**src/rtl/decode_stage.sv**
```systemverilog
// RV32I/RV64I decode stage: combinational field decode feeding a 2-entry output FIFO.
// Optional macro DECODE_ILLEGAL_TRAP_EN flags unrecognised encodings on out_illegal.
module decode_stage #(
  parameter int XLEN = 32,
  localparam int STRB_W = XLEN / 8
) (
  input  logic              clk,
  input  logic              reset,
  input  logic              flush,
  input  logic              in_valid,
  output logic              in_ready,
  input  logic [31:0]       in_instr,
  output logic              out_valid,
  input  logic              out_ready,
  output logic [XLEN-1:0]   out_imm,
  output logic [4:0]        out_rd,
  output logic              out_reg_write,
  output logic [STRB_W-1:0] out_write_strb,
  output logic              out_is_load,
  output logic              out_illegal
);

  // Handshake: a record moves across a port on any rising edge where valid && ready.
  // in_ready depends only on occupancy and reset, never on in_valid.

  localparam logic [6:0] OPC_OP     = 7'b0110011;
  localparam logic [6:0] OPC_IMM    = 7'b0010011;
  localparam logic [6:0] OPC_LOAD   = 7'b0000011;
  localparam logic [6:0] OPC_STORE  = 7'b0100011;
  localparam logic [6:0] OPC_BRANCH = 7'b1100011;
  localparam logic [6:0] OPC_JALR   = 7'b1100111;
  localparam logic [6:0] OPC_JAL    = 7'b1101111;
  localparam logic [6:0] OPC_AUIPC  = 7'b0010111;
  localparam logic [6:0] OPC_LUI    = 7'b0110111;
  localparam logic [6:0] OPC_OP32   = 7'b0111011;
  localparam logic [6:0] OPC_IMM32  = 7'b0011011;

  typedef struct packed {
    logic [XLEN-1:0]   imm;
    logic [4:0]        rd;
    logic              reg_write;
    logic [STRB_W-1:0] strb;
    logic              is_load;
    logic              illegal;
  } rec_t;

  rec_t        dec;
  rec_t        head;
  rec_t        skid;
  logic [1:0]  count;
  logic [6:0]  op;
  logic [2:0]  f3;
  logic [4:0]  rd_f;
  logic [31:0] imm_i, imm_s, imm_b, imm_j, imm_u, imm32;
  logic        known, wr_class, load_ok, store_ok, is_load;
  logic [STRB_W-1:0] strb;
  logic        accept, retire;

  always_comb begin
    op    = in_instr[6:0];
    f3    = in_instr[14:12];
    rd_f  = in_instr[11:7];
    imm_i = {{20{in_instr[31]}}, in_instr[31:20]};
    imm_s = {{20{in_instr[31]}}, in_instr[31:25], in_instr[11:7]};
    imm_b = {{19{in_instr[31]}}, in_instr[31], in_instr[7], in_instr[30:25],
             in_instr[11:8], 1'b0};
    imm_j = {{11{in_instr[31]}}, in_instr[31], in_instr[19:12], in_instr[20],
             in_instr[30:21], 1'b0};
    imm_u = {in_instr[31:12], 12'b0};

    case (f3)
      3'd0, 3'd1, 3'd2, 3'd4, 3'd5: load_ok = 1'b1;
      3'd3, 3'd6:                   load_ok = (XLEN == 64);
      default:                      load_ok = 1'b0;
    endcase
    store_ok = (f3 <= 3'd2) || ((f3 == 3'd3) && (XLEN == 64));

    strb = '0;
    case (f3)
      3'd0:    strb = STRB_W'(8'h01);
      3'd1:    strb = STRB_W'(8'h03);
      3'd2:    strb = STRB_W'(8'h0F);
      3'd3:    strb = STRB_W'(8'hFF);
      default: strb = '0;
    endcase

    known    = 1'b1;
    wr_class = 1'b0;
    is_load  = 1'b0;
    imm32    = '0;
    dec      = '0;
    case (op)
      OPC_OP:  wr_class = 1'b1;
      OPC_IMM, OPC_JALR: begin
        wr_class = 1'b1;
        imm32    = imm_i;
      end
      OPC_LOAD: begin
        if (load_ok) begin
          wr_class = 1'b1;
          is_load  = 1'b1;
          imm32    = imm_i;
        end else begin
          known = 1'b0;
        end
      end
      OPC_STORE: begin
        if (store_ok) imm32 = imm_s;
        else          known = 1'b0;
      end
      OPC_BRANCH: imm32 = imm_b;
      OPC_JAL: begin
        wr_class = 1'b1;
        imm32    = imm_j;
      end
      OPC_AUIPC, OPC_LUI: begin
        wr_class = 1'b1;
        imm32    = imm_u;
      end
      OPC_OP32: begin
        if (XLEN == 64) wr_class = 1'b1;
        else            known    = 1'b0;
      end
      OPC_IMM32: begin
        if (XLEN == 64) begin
          wr_class = 1'b1;
          imm32    = imm_i;
        end else begin
          known = 1'b0;
        end
      end
      default: known = 1'b0;
    endcase

    // Unrecognised encodings collapse to an all-zero record (a NOP).
    dec.imm       = XLEN'($signed(imm32));
    dec.rd        = wr_class ? rd_f : 5'd0;
    dec.reg_write = known && wr_class && (rd_f != 5'd0);
    dec.strb      = (known && op == OPC_STORE) ? strb : '0;
    dec.is_load   = is_load;
`ifdef DECODE_ILLEGAL_TRAP_EN
    dec.illegal   = !known;
`else
    dec.illegal   = 1'b0;
`endif
  end

  assign in_ready  = !reset && (count != 2'd2);
  assign out_valid = (count != 2'd0);
  assign accept    = in_valid && in_ready;
  assign retire    = out_valid && out_ready;

  // head is the visible output register; skid holds the younger record.
  always_ff @(posedge clk) begin
    if (reset) begin
      count <= 2'd0;
      head  <= '0;
      skid  <= '0;
    end else if (flush) begin
      count <= 2'd0;
    end else begin
      case (count)
        2'd0: begin
          if (accept) begin
            head  <= dec;
            count <= 2'd1;
          end
        end
        2'd1: begin
          if (accept && retire) begin
            head <= dec;
          end else if (retire) begin
            count <= 2'd0;
          end else if (accept) begin
            skid  <= dec;
            count <= 2'd2;
          end
        end
        2'd2: begin
          if (retire) begin
            head  <= skid;
            count <= 2'd1;
          end
        end
        default: count <= 2'd0;
      endcase
    end
  end

  assign out_imm        = head.imm;
  assign out_rd         = head.rd;
  assign out_reg_write  = head.reg_write;
  assign out_write_strb = head.strb;
  assign out_is_load    = head.is_load;
  assign out_illegal    = head.illegal;

endmodule

```
**config.mk**
```make
export PLATFORM = sky130hd
export DESIGN_NAME = decode_stage
export DESIGN_NICKNAME = d
export VERILOG_FILES = /design/src/rtl/decode_stage.sv
export SDC_FILE = /design/constraint.sdc
export NUM_CORES = 1
export LEC_CHECK = 0
export CAP_MARGIN = 20
export CORE_MARGIN = 8
export CORE_UTILIZATION = 46
export CTS_CLUSTER_SIZE = 14
export DETAILED_ROUTE_END_ITERATION = 10
export PLACE_DENSITY_LB_ADDON = 0.3
export SYNTH_ARGS = -nofsm -noshare
export SYNTH_HDL_FRONTEND = slang
export SYNTH_SLANG_ARGS = --single-unit
```
**constraint.sdc**
```tcl
create_clock -name clk -period 1.99 [get_ports clk]
set_clock_uncertainty 0.1 [all_clocks]
set_input_delay 0.398 -clock clk [delete_from_list [all_inputs] [get_ports clk]]
set_output_delay 0.398 -clock clk [all_outputs]
set_load 0.01 [all_outputs]
```
==> results of run 1 <==
-- layout make-up --
| type | count | share of cell area (%) |
|---|---|---|
| sequential | 86 | 29.8 |
| clock inverter | 6 | 0.802 |
| timing repair buffer | 158 | 26.1 |
| multi-input combinational | 350 | 38.4 |
| clock buffer | 10 | 2.21 |
| tap | 108 | 2.34 |
| inverter | 5 | 0.325 |
-- synth_stat cells, types with 2 or more instances --
cell type / instances / area (um^2)
o22ai_1: 4 / 25.0
o21ai_0: 27 / 135
a22o_1: 11 / 96.3
a221oi_1: 12 / 105
nand3_1: 17 / 85.1
a2111oi_0: 15 / 131
a311oi_1: 2 / 17.5
dfxtp_1: 86 / 1720
buf_2: 15 / 75.1
buf_6: 2 / 22.5
inv_1: 5 / 18.8
o211ai_1: 3 / 22.5
o21ai_1: 3 / 15.0
nor2b_1: 4 / 25.0
a22oi_1: 2 / 15.0
nor2_1: 62 / 233
nand2_1: 45 / 169
a32oi_1: 8 / 70.1
nor3_1: 6 / 30.0
and2_1: 3 / 18.8
nand2b_1: 3 / 18.8
a21oi_1: 40 / 200
and3_1: 29 / 181
nand4_1: 3 / 18.8
a211oi_1: 24 / 180
a2111oi_2: 3 / 45.0
buf_4: 6 / 45.0
a2111oi_1: 4 / 40.0
clkbuf_1: 18 / 67.6
-- registers in the layout, summed over array words and instances (netlist names) --
signal,count
out_is_load,1
out_imm,32
skid,42
out_reg_write,1
out_rd,5
out_write_strb,3
count,2
-- kinds of logic after synthesis --
family,count (synthesis)
flops,86
other cells,1
simple gates,185
compound gates,163
buf+inv,46
mux,1
-- worst max-delay path, cell delays in order --
cell,delay [ns]
clkdlybuf4s50_1,0.46
and3b_2,0.26
o31ai_4,0.33
buf_6,0.19
buf_8,0.16
nand2_1,0.07
a221oi_1,0.25
-- power by group through the flow --
stage | registers, uW | logic [uW] | clock network [uW]
final | 1800 | 609 | 1120
after global routing | 1810 | 653 | 1190
after CTS | 1800 | 578 | 1120
after detailed placement | 1840 | 567 | 0
after global placement | 1840 | 559 | 0
after floorplan | 1860 | 209 | 0
-- path summary, 6_finish.rpt --
check,end,depth (start not counted),from
max,out_imm[19],7,out_ready
min,skid[43],2,skid[43]
max reg2reg,out_imm[0],6,count[0]
min reg2reg,skid[43],2,skid[43]
-- through the flow --
step | utilization (%) | power, uW | instance area (um^2) | hold WS, ns | setup WS (ns)
2_1_floorplan | - | 2070 | 4030 | 0.325 | 0.0706
6_report | 67.2 | 3530 | 5770 | 0.363 | 0.0324
4_1_cts | 64.9 | 3500 | 5580 | 0.363 | 0.00403
3_3_place_gp | 62.2 | 2400 | 5350 | 0.338 | -0.487
3_5_place_dp | 62.2 | 2410 | 5350 | 0.343 | -0.558
5_1_grt | 67.2 | 3650 | 5770 | 0.379 | -0.0188
-- per-layer routing --
metal	part of all wire [%]	up-vias
met1	41	2079
met3	7.9	22
met2	49	211
met5	0	-
li1	-	2047
met4	2.1	0
-- what timing repair did --
action | 4_1_cts | 5_1_grt
buffers inserted | 0 | 4
pin swaps | 1 | 12
gates cloned | 0 | 3
setup endpoints to repair | 56 | 72
gates resized for setup | 22 | 34
==> results.cfg, run 1 <==
[synthesis]
ys.warnings.count = 0
synth_cell_types = 49
synth_compound_area_share_pct = 29.0
async_flop_share_pct = 0
synth_top_family_by_area = compound AO/OA/AOI/OAI gates
ys_ff_latch = 86
synth_seq_area_share_pct = 42.7
synth_fa_ha_area_share_pct = 0
synth_fp_nets = 519
synth-simple-area-share_pct = 22.2
synth-edff-count = 0
synth-xor-area-share_pct = 0
syn_area_um2 = 4030
netlist_instances = 482
synthFlopType = dfxtp_1
syn_avg_cell_area_um2 = 8.36
muxShareOfSynthArea_pct = 0.280

[die]
start_util_pct = 46.9
die_area_um2 = 12000
die_w_um = 110
die-height_um = 110
core_um2 = 8590
rows = 34
boundaryPins = 83

[power]
power_frac_clock_pct = 31.7
switchingPower_uw = 983
powerDensity_nw_per_um2 = 611
power_frac_seq_pct = 51.0
pwr-share-comb_pct = 17.3
p_leak_uw = 0.00220
power.internal_uw = 2540
swShare_pct = 27.9
vdd_drop_max_uv = 361

[worst_setup_path]
cp-end-kind = flop
worst-path-max-fanout = 14
crit_type = in2reg
r2r_slack_ns = 0.09
arrival_ns = 2.12
start_kind = input pin
cp.required_ns = 2.15

[global_route]
gr-total-overflow = 0
met2_usage_pct = 33.4
use_met1_pct = 25.8
grt_pass1_wl_mm = 19.8
top_usage_layer = met2
grt_max_degree = 37
antenna_found_initial = 0
first_global_vias = 4030
use_met3_pct = 3.99
grt_use_total_pct = 20.6

[drt]
routed-via-count = 4359
postRouteAntennaNets = 0
drc = 0
drt_wl_total_mm = 12.9
first_pass_iters = 5
viasPerCell = 6.03
drt_first_iter_violations = 319
wl_per_cell_um = 17.9

[clock_tree]
tritoncts = yes
clk_pin_slew_ns = 0.08
root_buffer = clkbuf_8
cts-buffers-inserted = 9
clock_latency_ns = 0.36
cts_hold_buf = 0
clock_sinks = 86
cts_buffer_depth = 2
cts_max_level = 3

[place]
hpwl_mm = 9.04
place_inst = 700
gp_congestion = 0.895
placement.io_buffers = 81

[worst_hold_path]
hold_class = reg2reg

[timing]
fin_crit_sh_pct = 98.4
hold_viol = 0
drv_slew = 0
setup_viol_count_final = 0
setup_tns_ns = 0
clock.fmax_mhz = 511
period_needed_ns = 1.96

[cells_and_area]
drive_gt1_share_pct = 21.5
areaGrowthSynthToFinish_pct = 43.4
multi_input_area_um2 = 2210
stdcell_count = 723
ff_latch_area_um2 = 1720
final_nets = 647
final_common_cell = dfxtp_1
num_antenna_cells = 0
fillCellCount = 698
final_cell_mix = dfxtp_1, clkdlybuf4s50_1, buf_4

[status]
status = finished clean

[job]
cap_violations = 0
No activity file was read; power rests on OpenSTA's default activity.
==> inputs of run 2 (changes only) <==
Settings changed: CTS_CLUSTER_DIAMETER from default to 150.
==> results of run 2 <==
Same layout as run 1: the final DEF is identical, and so are final timing and power.
==> inputs of run 3 (changes only) <==
Settings changed: CORE_MARGIN 8 to 2.
==> results.cfg, run 3 (same netlist as run 1, synthesis figures left out) <==
[die]
start_util_pct = 46.9
die_w_um = 97.6
core_um2 = 8590
boundaryPins = 83
die-height_um = 97.6
rows = 34
die_area_um2 = 9520

[timing]
slew_headroom_pct = 63.3
hold_viol = 0
fin_crit_sh_pct = 98.8
fin_ws_ns = 0.0240
clock.fmax_mhz = 509
drv_slew = 0
period_needed_ns = 1.97
max_slew.worst_pin.slew_ns = 0.550
setup_viol_count_final = 0
rsz0062_at_grt = true

[status]
status = finished clean

[worst_setup_path]
cp-end-kind = flop
arrival_ns = 2.10
worst-path-max-fanout = 8
crit_type = in2reg
slowest_stage = clkdlybuf4s50_1
cp.required_ns = 2.13
crit_chain = clkdlybuf4s50_1, nor4b_4, o31ai_4, buf_4, a2111oi_0, a2111oi_1
critical-path-max-stage-delay_ns = 0.53
start_kind = input pin

[worst_hold_path]
hold_class = in2reg

[place]
gp_congestion = 0.885
hpwl_mm = 8.71
dp_slack_ns = -0.628
placement.io_buffers = 81
place_inst = 699

[global_route]
gr-total-overflow = 0
grt_pass1_wl_mm = 20.0
antenna_found_initial = 0
grt_max_degree = 37
first_global_vias = 4165
grt_use_total_pct = 25.4

[drt]
viasPerCell = 5.92
wl_per_cell_um = 17.5
first_pass_iters = 5
drt_first_iter_violations = 262
postRouteAntennaNets = 0
routed-via-count = 4254
drc = 0
drt_wl_total_mm = 12.6

[cells_and_area]
ff_latch_area_um2 = 1720
multi_input_area_um2 = 2330
drive_gt1_share_pct = 22.8
fillCellCount = 693
areaGrowthSynthToFinish_pct = 45.0
largest_reg_flops = 42
largest-register = skid
stdcell_count = 718
final_cell_mix = dfxtp_1, clkdlybuf4s50_1, buf_4
num_antenna_cells = 0
final_nets = 642
final_common_cell = dfxtp_1

[job]
cap_violations = 0

[clock_tree]
root_buffer = clkbuf_8
cts-buffers-inserted = 9
clk_pin_slew_ns = 0.09
clock_latency_ns = 0.37
tritoncts = yes
cts_buffer_depth = 2
clock_sinks = 86
cts_max_level = 3

[power]
vdd_drop_max_uv = 291
power_uw = 3600
p_leak_uw = 0.00220
powerDensity_nw_per_um2 = 617
[run 3: what timing repair did]
| item | 4_1_cts | 5_1_grt |
|---|---|---|
| cloned | 0 | 3 |
| pin swaps | 0 | 10 |
| setup buffers | 0 | 1 |
| gates resized for setup | 21 | 48 |
| setup endpoints to repair | 41 | 51 |
| hold buffers | 0 | 0 |
[run 3: report_power, final]
part,switching (uW),leakage (uW),internal [uW]
Clock,685,0.0000914,507
Combinational,300,0.00141,310
Sequential,30.2,0.000698,1770
Total,1020,0.00220,2590
[run 3: layout make-up]
type	instances	share of cell area, %
well taps	108	2.31
flip-flops and latches	86	29.5
multi-input cells	350	39.9
clock buffers	10	2.36
repair buffers	153	24.7
clock inverters	6	0.900
inverters	5	0.321
[run 3: final timing paths]
kind | slack [ns] | to | from | cells past startpoint
worst max register to register | 0.13 | out_imm[19] | count[1] | 6
worst min register to register | 0.36 | skid[4] | skid[4] | 2
worst min-delay path | 0.33 | count[1] | out_ready | 3
worst max-delay path | 0.02 | out_imm[24] | in_valid | 6
[run 3: critical path: cells and delay by family]
kind	cells	cell delay, ns
buffers and inverters	2	0.72
AOI/OAI and AO/OA	3	0.64
and+or+nand+nor	1	0.34
[run 3: routing by layer]
metal	wire (um)	track usage (%)
met1	5450	32.2
met5	0	0
met2	6290	43.2
met4	144	9.29
met3	683	4.46
[run 3: metrics by stage]
stage | area [um^2] | setup TNS, ns | utilization (%) | hold WS (ns)
2_1_floorplan | 4030 | 0 | - | 0.325
3_3_place_gp | 5320 | -27.31 | 61.9 | 0.339
3_5_place_dp | 5320 | -31.67 | 61.9 | 0.352
4_1_cts | 5570 | -0.0196 | 64.8 | 0.360
5_1_grt | 5840 | -0.350 | 68.0 | 0.366
6_report | 5840 | 0 | 68.0 | 0.332
